### src/rtl/muldiv_ctrl_if.sv
// muldiv_ctrl_if: execute-stage issue/response bundle for muldiv_ctrl
interface muldiv_ctrl_if;
  logic        issue_valid;
  logic [3:0]  issue_op;
  logic        issue_signed;
  logic [31:0] src_a;
  logic [31:0] src_b;
  logic        cancel;
  logic        issue_ready;
  logic [31:0] mf_data;
  logic [31:0] hi;
  logic [31:0] lo;
  logic        busy;
  modport master (
    output issue_valid, issue_op, issue_signed, src_a, src_b, cancel,
    input  issue_ready, mf_data, hi, lo, busy
  );
  modport slave (
    input  issue_valid, issue_op, issue_signed, src_a, src_b, cancel,
    output issue_ready, mf_data, hi, lo, busy
  );
endinterface

### src/rtl/muldiv_ctrl.sv
// muldiv_ctrl: sequences shared mul/div and owns HI/LO; define MULDIV_MADD_EN to enable MADD/MSUB
module muldiv_ctrl #(
  parameter int MUL_LAT = 2
) (
  input  logic              clk,
  input  logic              reset,
  muldiv_ctrl_if.slave      ex,
  output logic [31:0]       mul_x,
  output logic [31:0]       mul_y,
  output logic              mul_signed,
  input  logic [63:0]       mul_res,
  output logic              div_start,
  output logic              div_cancel,
  output logic [31:0]       div_x,
  output logic [31:0]       div_y,
  output logic              div_signed,
  input  logic [31:0]       div_s,
  input  logic [31:0]       div_r,
  input  logic              div_complete
);
  localparam logic [3:0] OP_MULT = 4'd1;
  localparam logic [3:0] OP_DIV  = 4'd2;
  localparam logic [3:0] OP_MTHI = 4'd3;
  localparam logic [3:0] OP_MTLO = 4'd4;
  localparam logic [3:0] OP_MFHI = 4'd5;
  localparam logic [3:0] OP_MFLO = 4'd6;
`ifdef MULDIV_MADD_EN
  localparam logic [3:0] OP_MADD = 4'd7;
  localparam logic [3:0] OP_MSUB = 4'd8;
  localparam logic [3:0] OP_MAX  = 4'd8;
`else
  localparam logic [3:0] OP_MAX  = 4'd6;
`endif
  typedef enum logic [1:0] {IDLE, MUL, DIV} state_t;
  state_t      state;
  logic [2:0]  cnt;
  logic [31:0] hi_q;
  logic [31:0] lo_q;
  logic        nop;
  logic        fire;
  logic        mul_done;
  logic        to_mul;
  logic [63:0] mul_wr;
`ifdef MULDIV_MADD_EN
  logic        acc;
  logic        sub;
`endif
  // handshake, operand fan-out and the value written back when the multiply finishes
  always_comb begin
    nop            = ex.issue_op == 4'd0 || ex.issue_op > OP_MAX;
    ex.issue_ready = !ex.cancel && (state == IDLE || nop);
    fire           = ex.issue_valid && ex.issue_ready;
    ex.busy        = state != IDLE;
    ex.hi          = hi_q;
    ex.lo          = lo_q;
    ex.mf_data     = ex.issue_op == OP_MFHI ? hi_q : ex.issue_op == OP_MFLO ? lo_q : '0;
    div_start      = fire && state == IDLE && ex.issue_op == OP_DIV;
    div_cancel     = state == DIV && ex.cancel;
    mul_done       = state == MUL && cnt == 3'(MUL_LAT - 1);
    mul_x          = ex.src_a;
    mul_y          = ex.src_b;
    mul_signed     = ex.issue_signed;
    div_x          = ex.src_a;
    div_y          = ex.src_b;
    div_signed     = ex.issue_signed;
`ifdef MULDIV_MADD_EN
    to_mul         = ex.issue_op == OP_MULT || ex.issue_op == OP_MADD || ex.issue_op == OP_MSUB;
    mul_wr         = !acc ? mul_res : sub ? {hi_q, lo_q} - mul_res : {hi_q, lo_q} + mul_res;
`else
    to_mul         = ex.issue_op == OP_MULT;
    mul_wr         = mul_res;
`endif
  end
  // sequencer: cancel beats any completion, so HI/LO are only written by an uncancelled op
  always_ff @(posedge clk or posedge reset) begin
    if (reset) begin
      state <= IDLE;
      cnt   <= '0;
      hi_q  <= '0;
      lo_q  <= '0;
`ifdef MULDIV_MADD_EN
      acc   <= 1'b0;
      sub   <= 1'b0;
`endif
    end else if (ex.cancel) begin
      state <= IDLE;
      cnt   <= '0;
    end else if (state == IDLE) begin
      if (fire) begin
        state <= to_mul ? MUL : ex.issue_op == OP_DIV ? DIV : IDLE;
        cnt   <= '0;
        hi_q  <= ex.issue_op == OP_MTHI ? ex.src_a : hi_q;
        lo_q  <= ex.issue_op == OP_MTLO ? ex.src_a : lo_q;
`ifdef MULDIV_MADD_EN
        acc   <= ex.issue_op == OP_MADD || ex.issue_op == OP_MSUB;
        sub   <= ex.issue_op == OP_MSUB;
`endif
      end
    end else if (state == MUL) begin
      cnt   <= cnt + 3'd1;
      state <= mul_done ? IDLE : MUL;
      if (mul_done)
        {hi_q, lo_q} <= mul_wr;
    end else if (div_complete) begin
      hi_q  <= div_r;
      lo_q  <= div_s;
      state <= IDLE;
    end
  end
endmodule

### src/flat_wrapper.sv
// flat-port wrapper written by rule: the top's interface ports become plain ports
module muldiv_ctrl_flat 
#(
  parameter int MUL_LAT = 2
)
  (clk, reset, mul_x, mul_y, mul_signed, mul_res, div_start, div_cancel, div_x, div_y, div_signed, div_s, div_r, div_complete, ex_issue_valid, ex_issue_op, ex_issue_signed, ex_src_a, ex_src_b, ex_cancel, ex_issue_ready, ex_mf_data, ex_hi, ex_lo, ex_busy);
  muldiv_ctrl_if ex_i ();
  input  logic clk;
  input  logic reset;
  output logic [31:0] mul_x;
  output logic [31:0] mul_y;
  output logic mul_signed;
  input  logic [63:0] mul_res;
  output logic div_start;
  output logic div_cancel;
  output logic [31:0] div_x;
  output logic [31:0] div_y;
  output logic div_signed;
  input  logic [31:0] div_s;
  input  logic [31:0] div_r;
  input  logic div_complete;
  input wire logic [$bits(ex_i.issue_valid)-1:0] ex_issue_valid;
  input wire logic [$bits(ex_i.issue_op)-1:0] ex_issue_op;
  input wire logic [$bits(ex_i.issue_signed)-1:0] ex_issue_signed;
  input wire logic [$bits(ex_i.src_a)-1:0] ex_src_a;
  input wire logic [$bits(ex_i.src_b)-1:0] ex_src_b;
  input wire logic [$bits(ex_i.cancel)-1:0] ex_cancel;
  output wire logic [$bits(ex_i.issue_ready)-1:0] ex_issue_ready;
  output wire logic [$bits(ex_i.mf_data)-1:0] ex_mf_data;
  output wire logic [$bits(ex_i.hi)-1:0] ex_hi;
  output wire logic [$bits(ex_i.lo)-1:0] ex_lo;
  output wire logic [$bits(ex_i.busy)-1:0] ex_busy;
  assign ex_i.issue_valid = ex_issue_valid;
  assign ex_i.issue_op = ex_issue_op;
  assign ex_i.issue_signed = ex_issue_signed;
  assign ex_i.src_a = ex_src_a;
  assign ex_i.src_b = ex_src_b;
  assign ex_i.cancel = ex_cancel;
  assign ex_issue_ready = ex_i.issue_ready;
  assign ex_mf_data = ex_i.mf_data;
  assign ex_hi = ex_i.hi;
  assign ex_lo = ex_i.lo;
  assign ex_busy = ex_i.busy;
  muldiv_ctrl #(.MUL_LAT(MUL_LAT)) u_core (.clk(clk), .reset(reset), .ex(ex_i), .mul_x(mul_x), .mul_y(mul_y), .mul_signed(mul_signed), .mul_res(mul_res), .div_start(div_start), .div_cancel(div_cancel), .div_x(div_x), .div_y(div_y), .div_signed(div_signed), .div_s(div_s), .div_r(div_r), .div_complete(div_complete));
endmodule
### config.mk
export PLATFORM = sky130hd
export DESIGN_NAME = muldiv_ctrl_flat
export DESIGN_NICKNAME = d
export VERILOG_FILES = /design/src/rtl/muldiv_ctrl_if.sv /design/src/rtl/muldiv_ctrl.sv /design/src/flat_wrapper.sv
export SDC_FILE = /design/constraint.sdc
export NUM_CORES = 1
export LEC_CHECK = 0
export BUFFER_PORTS_ARGS = -buffer_cell sky130_fd_sc_hd__buf_2
export CORE_AREA = 2 2 166 168
export CTS_CLUSTER_DIAMETER = 200
export CTS_CLUSTER_SIZE = 10
export DETAILED_ROUTE_END_ITERATION = 12
export DIE_AREA = 0 0 168 170
export PLACE_DENSITY_LB_ADDON = 0.15
export REMOVE_ABC_BUFFERS = 1
export SLEW_MARGIN = 20
export SYNTH_ARGS = -nofsm -noshare
export SYNTH_HDL_FRONTEND = slang
export SYNTH_SLANG_ARGS = --single-unit
### constraint.sdc
create_clock -name clk -period 2.54 [get_ports clk]
set_input_delay 0.127 -clock clk [delete_from_list [all_inputs] [get_ports clk]]
set_output_delay 0.127 -clock clk [all_outputs]
set_load 0.02 [all_outputs]
; Word-level counts from Yosys, hierarchy flattened
; Cells that the tools add are included.
[word_totals]
word_cells = 66
output_inout_bits = 230
reg_bits = 69
[classes]
eq_ne = 14
bitwise_logic = 1
reduce_logical = 19
addsub = 1
mux = 26
n_lt_le_gt_ge = 1
[op_table]
columns = cell, count
row1 = 32-bit 2-to-1 mux, 14
row2 = 2-bit 2-to-1 mux, 7
row3 = "4-bit by 3-bit == test with 1-bit output, second input constant", 3
row4 = 3-bit 2-to-1 mux, 4
row5 = 5-bit AND reduction, 2
row6 = "4-bit by 2-bit == test with 1-bit output, second input constant", 2
row7 = 1-bit logical AND, 6
row8 = 3-bit nonzero test, 2
row9 = "4-bit by 1-bit == test with 1-bit output, second input constant", 1
row10 = "4-bit by 3-bit greater-than comparator with 1-bit output, second input constant", 1
row11 = 4-bit logical NOT, 1
row12 = "2-bit inequality test, second input constant", 2
row13 = 2-bit AND reduction, 2
row14 = 4-bit nonzero test, 1
row15 = "3-bit by 1-bit adder with 3-bit output, second input constant", 1
row16 = "3-bit by 1-bit == test with 1-bit output, second input constant", 1
row17 = "3-bit by 1-bit inequality test with 1-bit output, second input constant", 1
row18 = "3-bit by 2-bit inequality test with 1-bit output, second input constant", 1
row19 = "2-bit by 1-bit == test with 1-bit output, second input constant", 1
row20 = "2-bit == test, second input constant", 1
row21 = 2-bit logical NOT, 1
row22 = 1-bit logical OR, 2
row23 = "2-bit by 1-bit inequality test with 1-bit output, second input constant", 1
row24 = 2-bit nonzero test, 1
row25 = other kinds (3), 3

; Depth between registers and ports, before layout
[depth]
word_depth = 8
depth_mapped = 8

; Worst setup path before layout
; No wires, ideal clock.
[synth_timing]
path_kind = reg2reg
start = register u_core.cnt[1]
end = register u_core.hi_q[0], in the netlist u_core.ex.hi[0]
path_buffers = 2
arrival_time_ns = 1.739
stages_incl_launch_ff = 8
setup_slack_ns = 0.676
required_time_ns = 2.415
period_less_slack_ns = 1.864
path_cell_list = dfrtp_1 > inv_1 > ha_1 > a21oi_1 > or4_1 > buf_2 > buf_6 > mux2_4
[synth_between]
elab_chain_cells = 4
[synth_rtl]
columns = element, line
row1 = start: declaration, muldiv_ctrl.sv:36  ; logic [2:0] cnt;
row2 = start signal: assignment, muldiv_ctrl.sv:100  ; cnt <= cnt + 3'd1;
row3 = 3-bit by 1-bit == test with 1-bit output, muldiv_ctrl.sv:59  ; mul_done = state == MUL && cnt == 3'(MUL_LAT - 1);
row4 = 1-bit logical AND, muldiv_ctrl.sv:59
row5 = 3-bit by 1-bit inequality test with 1-bit output (no line), n/a
row6 = 5-bit AND reduction (no line), n/a
row7 = end signal: assignment, muldiv_ctrl.sv:92  ; hi_q <= ex.issue_op == OP_MTHI ? ex.src_a : hi_q;
row8 = end signal: assignment, muldiv_ctrl.sv:103  ; {hi_q, lo_q} <= mul_wr;
row9 = end signal: assignment, muldiv_ctrl.sv:105  ; hi_q <= div_r;
row10 = end: declaration, muldiv_ctrl.sv:37  ; logic [31:0] hi_q;
; Every way passes these cells.
; A chain may end at the register's enable or synchronous reset.

; Worst setup path after layout
[layout_timing]
start = register u_core.state[1]
end = register u_core.hi_q[14], in the netlist u_core.ex.hi[14]
[layout_between]
elab_chain_cells = 6
[layout_rtl]
columns = element, line
row1 = start: declaration, muldiv_ctrl.sv:35  ; state_t state;
row2 = start signal: assignment, muldiv_ctrl.sv:90  ; state <= to_mul ? MUL : ex.issue_op == OP_DIV ? DIV : IDLE;
row3 = start signal: assignment, muldiv_ctrl.sv:101  ; state <= mul_done ? IDLE : MUL;
row4 = 2-bit logical NOT, "muldiv_ctrl.sv:51, muldiv_ctrl.sv:88"
row5 = 1-bit logical OR, muldiv_ctrl.sv:51  ; ex.issue_ready = !ex.cancel && (state == IDLE || nop);
row6 = 1-bit logical AND, muldiv_ctrl.sv:51
row7 = 1-bit logical AND, muldiv_ctrl.sv:52  ; fire = ex.issue_valid && ex.issue_ready;
row8 = 2-bit by 1-bit inequality test with 1-bit output (no line), n/a
row9 = 5-bit AND reduction (no line), n/a
; Parallel ways exist; a longest one is shown, timed or not.

==> impl_metrics.ini <==
[global_routing]
antenna_found_initial = 0
grt_overflow_total = 0
grt_start_max_net_pins = 119
grt_pass1_wl_um = 29900
grt_pass1_vias = 4571
grt_usage = 0.143

[finish]
syn_to_final_growth_pct = 26.0
fin_area_um2 = 6920
nets = 963
fill_cells = 2904
drive_gt1_frac = 0.562
num_antenna_cells = 0

[clocking]
h-tree-depth = 3
cts.clk_slew.worst_paths_ps = 60
cts_buffers = 9
worstSkewPairLatency_ps = 330
clock-root-buffer = clkbuf_16
cts_resized = 0
cts.sinks = 69
cts_buffer_depth = 2
cts_tree = built

[sta]
timing.hold.ws_ps = 123
slew_violations = 0
post-route-min-period_ps = 2240
setup_violations = 0
hold_violations = 0
rsz0062_at_grt = false
worst_pin_slew_ps = 757
fin_crit_sh = 0.882
fmax_mhz = 446
fin_worst_skew_ps = 8.52
max-slew-margin-rel = 0.495
fin_ws_ps = 300

[yosys]
async_flop_share = 1.00
yosysWarnings = 0
synth_seq_cells = 69
synth_edf_count = 0
seq_area_frac_synth = 0.314
synth_area_per_cell_um2 = 9.60
syn_inst = 572
synth_cell_types = 37
syn-cell-area_um2 = 5490
synthFlopType = dfrtp_1

[floorplanning]
ios = 432
coreArea_um2 = 26700
die-area_um2 = 28600
num_rows = 60
initial_core_util = 0.206
die_h_um = 170
fp.dieW_um = 168

[place]
place_ws_ps = 293
port_buffers = 332
place_congestion = 0.713
hpwl_um = 16400
dpl_cell_area_um2 = 6600

[worst_setup_path]
critPathCaptureType = flip-flop
cp_max_fo = 19
path_class = reg -> reg
cp_slowest_stage_delay_ps = 690
worstPathArrival_ps = 2460
worstSetupStartpointType = flip-flop
path_cells = nand2b_2, a21oi_1, or4_2, buf_4, mux2_4
worstPathRequired_ps = 2760
critical_path.slowest_cell = or4_2

[power_and_ir_drop]
p_comb_frac = 0.367
clkPwrFrac = 0.277
ir_drop_mv = 0.231
p_leak_nw = 3.33
p_seq_frac = 0.356
p_int_w = 0.00309
power_density_nw_per_um2 = 706
p_switching_w = 0.00179
swShare = 0.366

[run]
maxCapViolations = 0

[route]
vias_per_cell = 4.23
ant_nets = 0
wl_um = 21300
drc = 0
vias = 4673
drtIter0Drc = 144
drt_pass1_iterations = 4
wl_per_cell_um = 19.2

[hold_path]
hold_class = in -> reg

[run_status]
status = completed
what timing repair did:
| item | in CTS | in global routing |
|---|---|---|
| setup buffers | 0 | 0 |
| hold buffers | 1 | 0 |
| hold endpoints to repair | 38 | 0 |
per-layer routing:
metal  GRT usage  part of all wire  up-vias
met2       0.202              0.41      282
met5      0.0609             0.010        -
li1            -                 -     2233
met4      0.0268            0.0067        4
met1       0.177              0.43     2144
met3      0.0965              0.14       10
registers in the layout, indices dropped and copies added (netlist names):
signal	flops
u_core.ex.hi	32
u_core.state	2
u_core.cnt	3
u_core.ex.lo	32
cells in the mapped netlist (6+ instances only):
| cell | count | share of area |
|---|---|---|
| buf_4 | 131 | 0.18 |
| nor2_1 | 7 | 0.0048 |
| buf_2 | 6 | 0.0055 |
| nand2_1 | 65 | 0.044 |
| buf_1 | 6 | 0.0041 |
| a21oi_1 | 8 | 0.0073 |
| a22o_1 | 32 | 0.051 |
| clkbuf_1 | 23 | 0.016 |
| mux2_4 | 30 | 0.082 |
| o21ai_0 | 65 | 0.059 |
| mux2_2 | 31 | 0.064 |
| mux2i_1 | 64 | 0.12 |
| dfrtp_1 | 69 | 0.31 |
critical path, delay by kind of cell, from the launching register on:
kind	cells	cell delay, ps
muxes	1	330
DFF	1	530
buffers and inverters	1	280
AOI/OAI and AO/OA	1	90
and+or+nand+nor	2	870
per-stage QoR:
stage	setup TNS [ps]	power [W]	std cells	util
floorplan	-175260	0.00270	403	-
global placement	0	0.00357	1088	0.248
detailed placement	0	0.00358	1088	0.248
CTS	0	0.00499	1105	0.259
global route	0	0.00518	1105	0.259
finish	0	0.00488	1105	0.259
layout by cell type (no fill, tap or decap), types with 2 or more instances in the layout:
cell type	n
buf_2	332
dfrtp_1	67
nand2_1	65
o21ai_0	65
mux2i_1	64
a22o_1	32
mux2_2	31
mux2_4	30
clkbuf_16	9
a21oi_1	8
buf_4	8
nor2_1	7
clkinv_2	4
buf_12	4
inv_1	3
mux2_1	3
nor2b_1	2
nand3b_1	2
ha_1	2
clkbuf_1	2
bufinv_16	2
dfrtp_4	2
final timing paths:
kind / to / slack, ps / startpoint / cells after the start
worst max-delay path: u_core.ex.hi[14] / 300 / u_core.state[1] / 5
min in group asynchronous: u_core.ex.lo[27] / 440 / reset / 3
worst min register to register: u_core.ex.lo[20] / 530 / u_core.ex.lo[20] / 1
worst min-delay path: u_core.ex.lo[26] / 120 / div_s[26] / 4
max in group asynchronous: u_core.ex.hi[29] / 1460 / reset / 4
worst max register to register: u_core.ex.hi[14] / 300 / u_core.state[1] / 5
power groups by stage:
stage                     sequential (W)  combinational (W)  clock (W)
after floorplan                  0.00213           0.000572          0
after global placement           0.00176            0.00182          0
after detailed placement         0.00176            0.00182          0
after CTS                        0.00174            0.00182    0.00142
after global routing             0.00179            0.00191    0.00147
final                            0.00174            0.00179    0.00135
kinds of logic after synthesis:
group           Yosys count  synth area share
fa+ha+maj                 2           0.00456
buf+inv                 174             0.214
flops                    69             0.314
mux                     128             0.268
compound gates          110             0.125
simple gates             89            0.0738
cell type report:
type | count | area, um2 | share of cell area
inverter | 5 | 20.0 | 0.00289
timing repair buffer | 345 | 1810 | 0.262
sequential | 69 | 1730 | 0.251
tap | 341 | 427 | 0.0617
clock inverter | 5 | 75.1 | 0.0109
multi-input combinational | 329 | 2620 | 0.378
clock buffer | 11 | 233 | 0.0337
(Power assumes the default switching activity.)
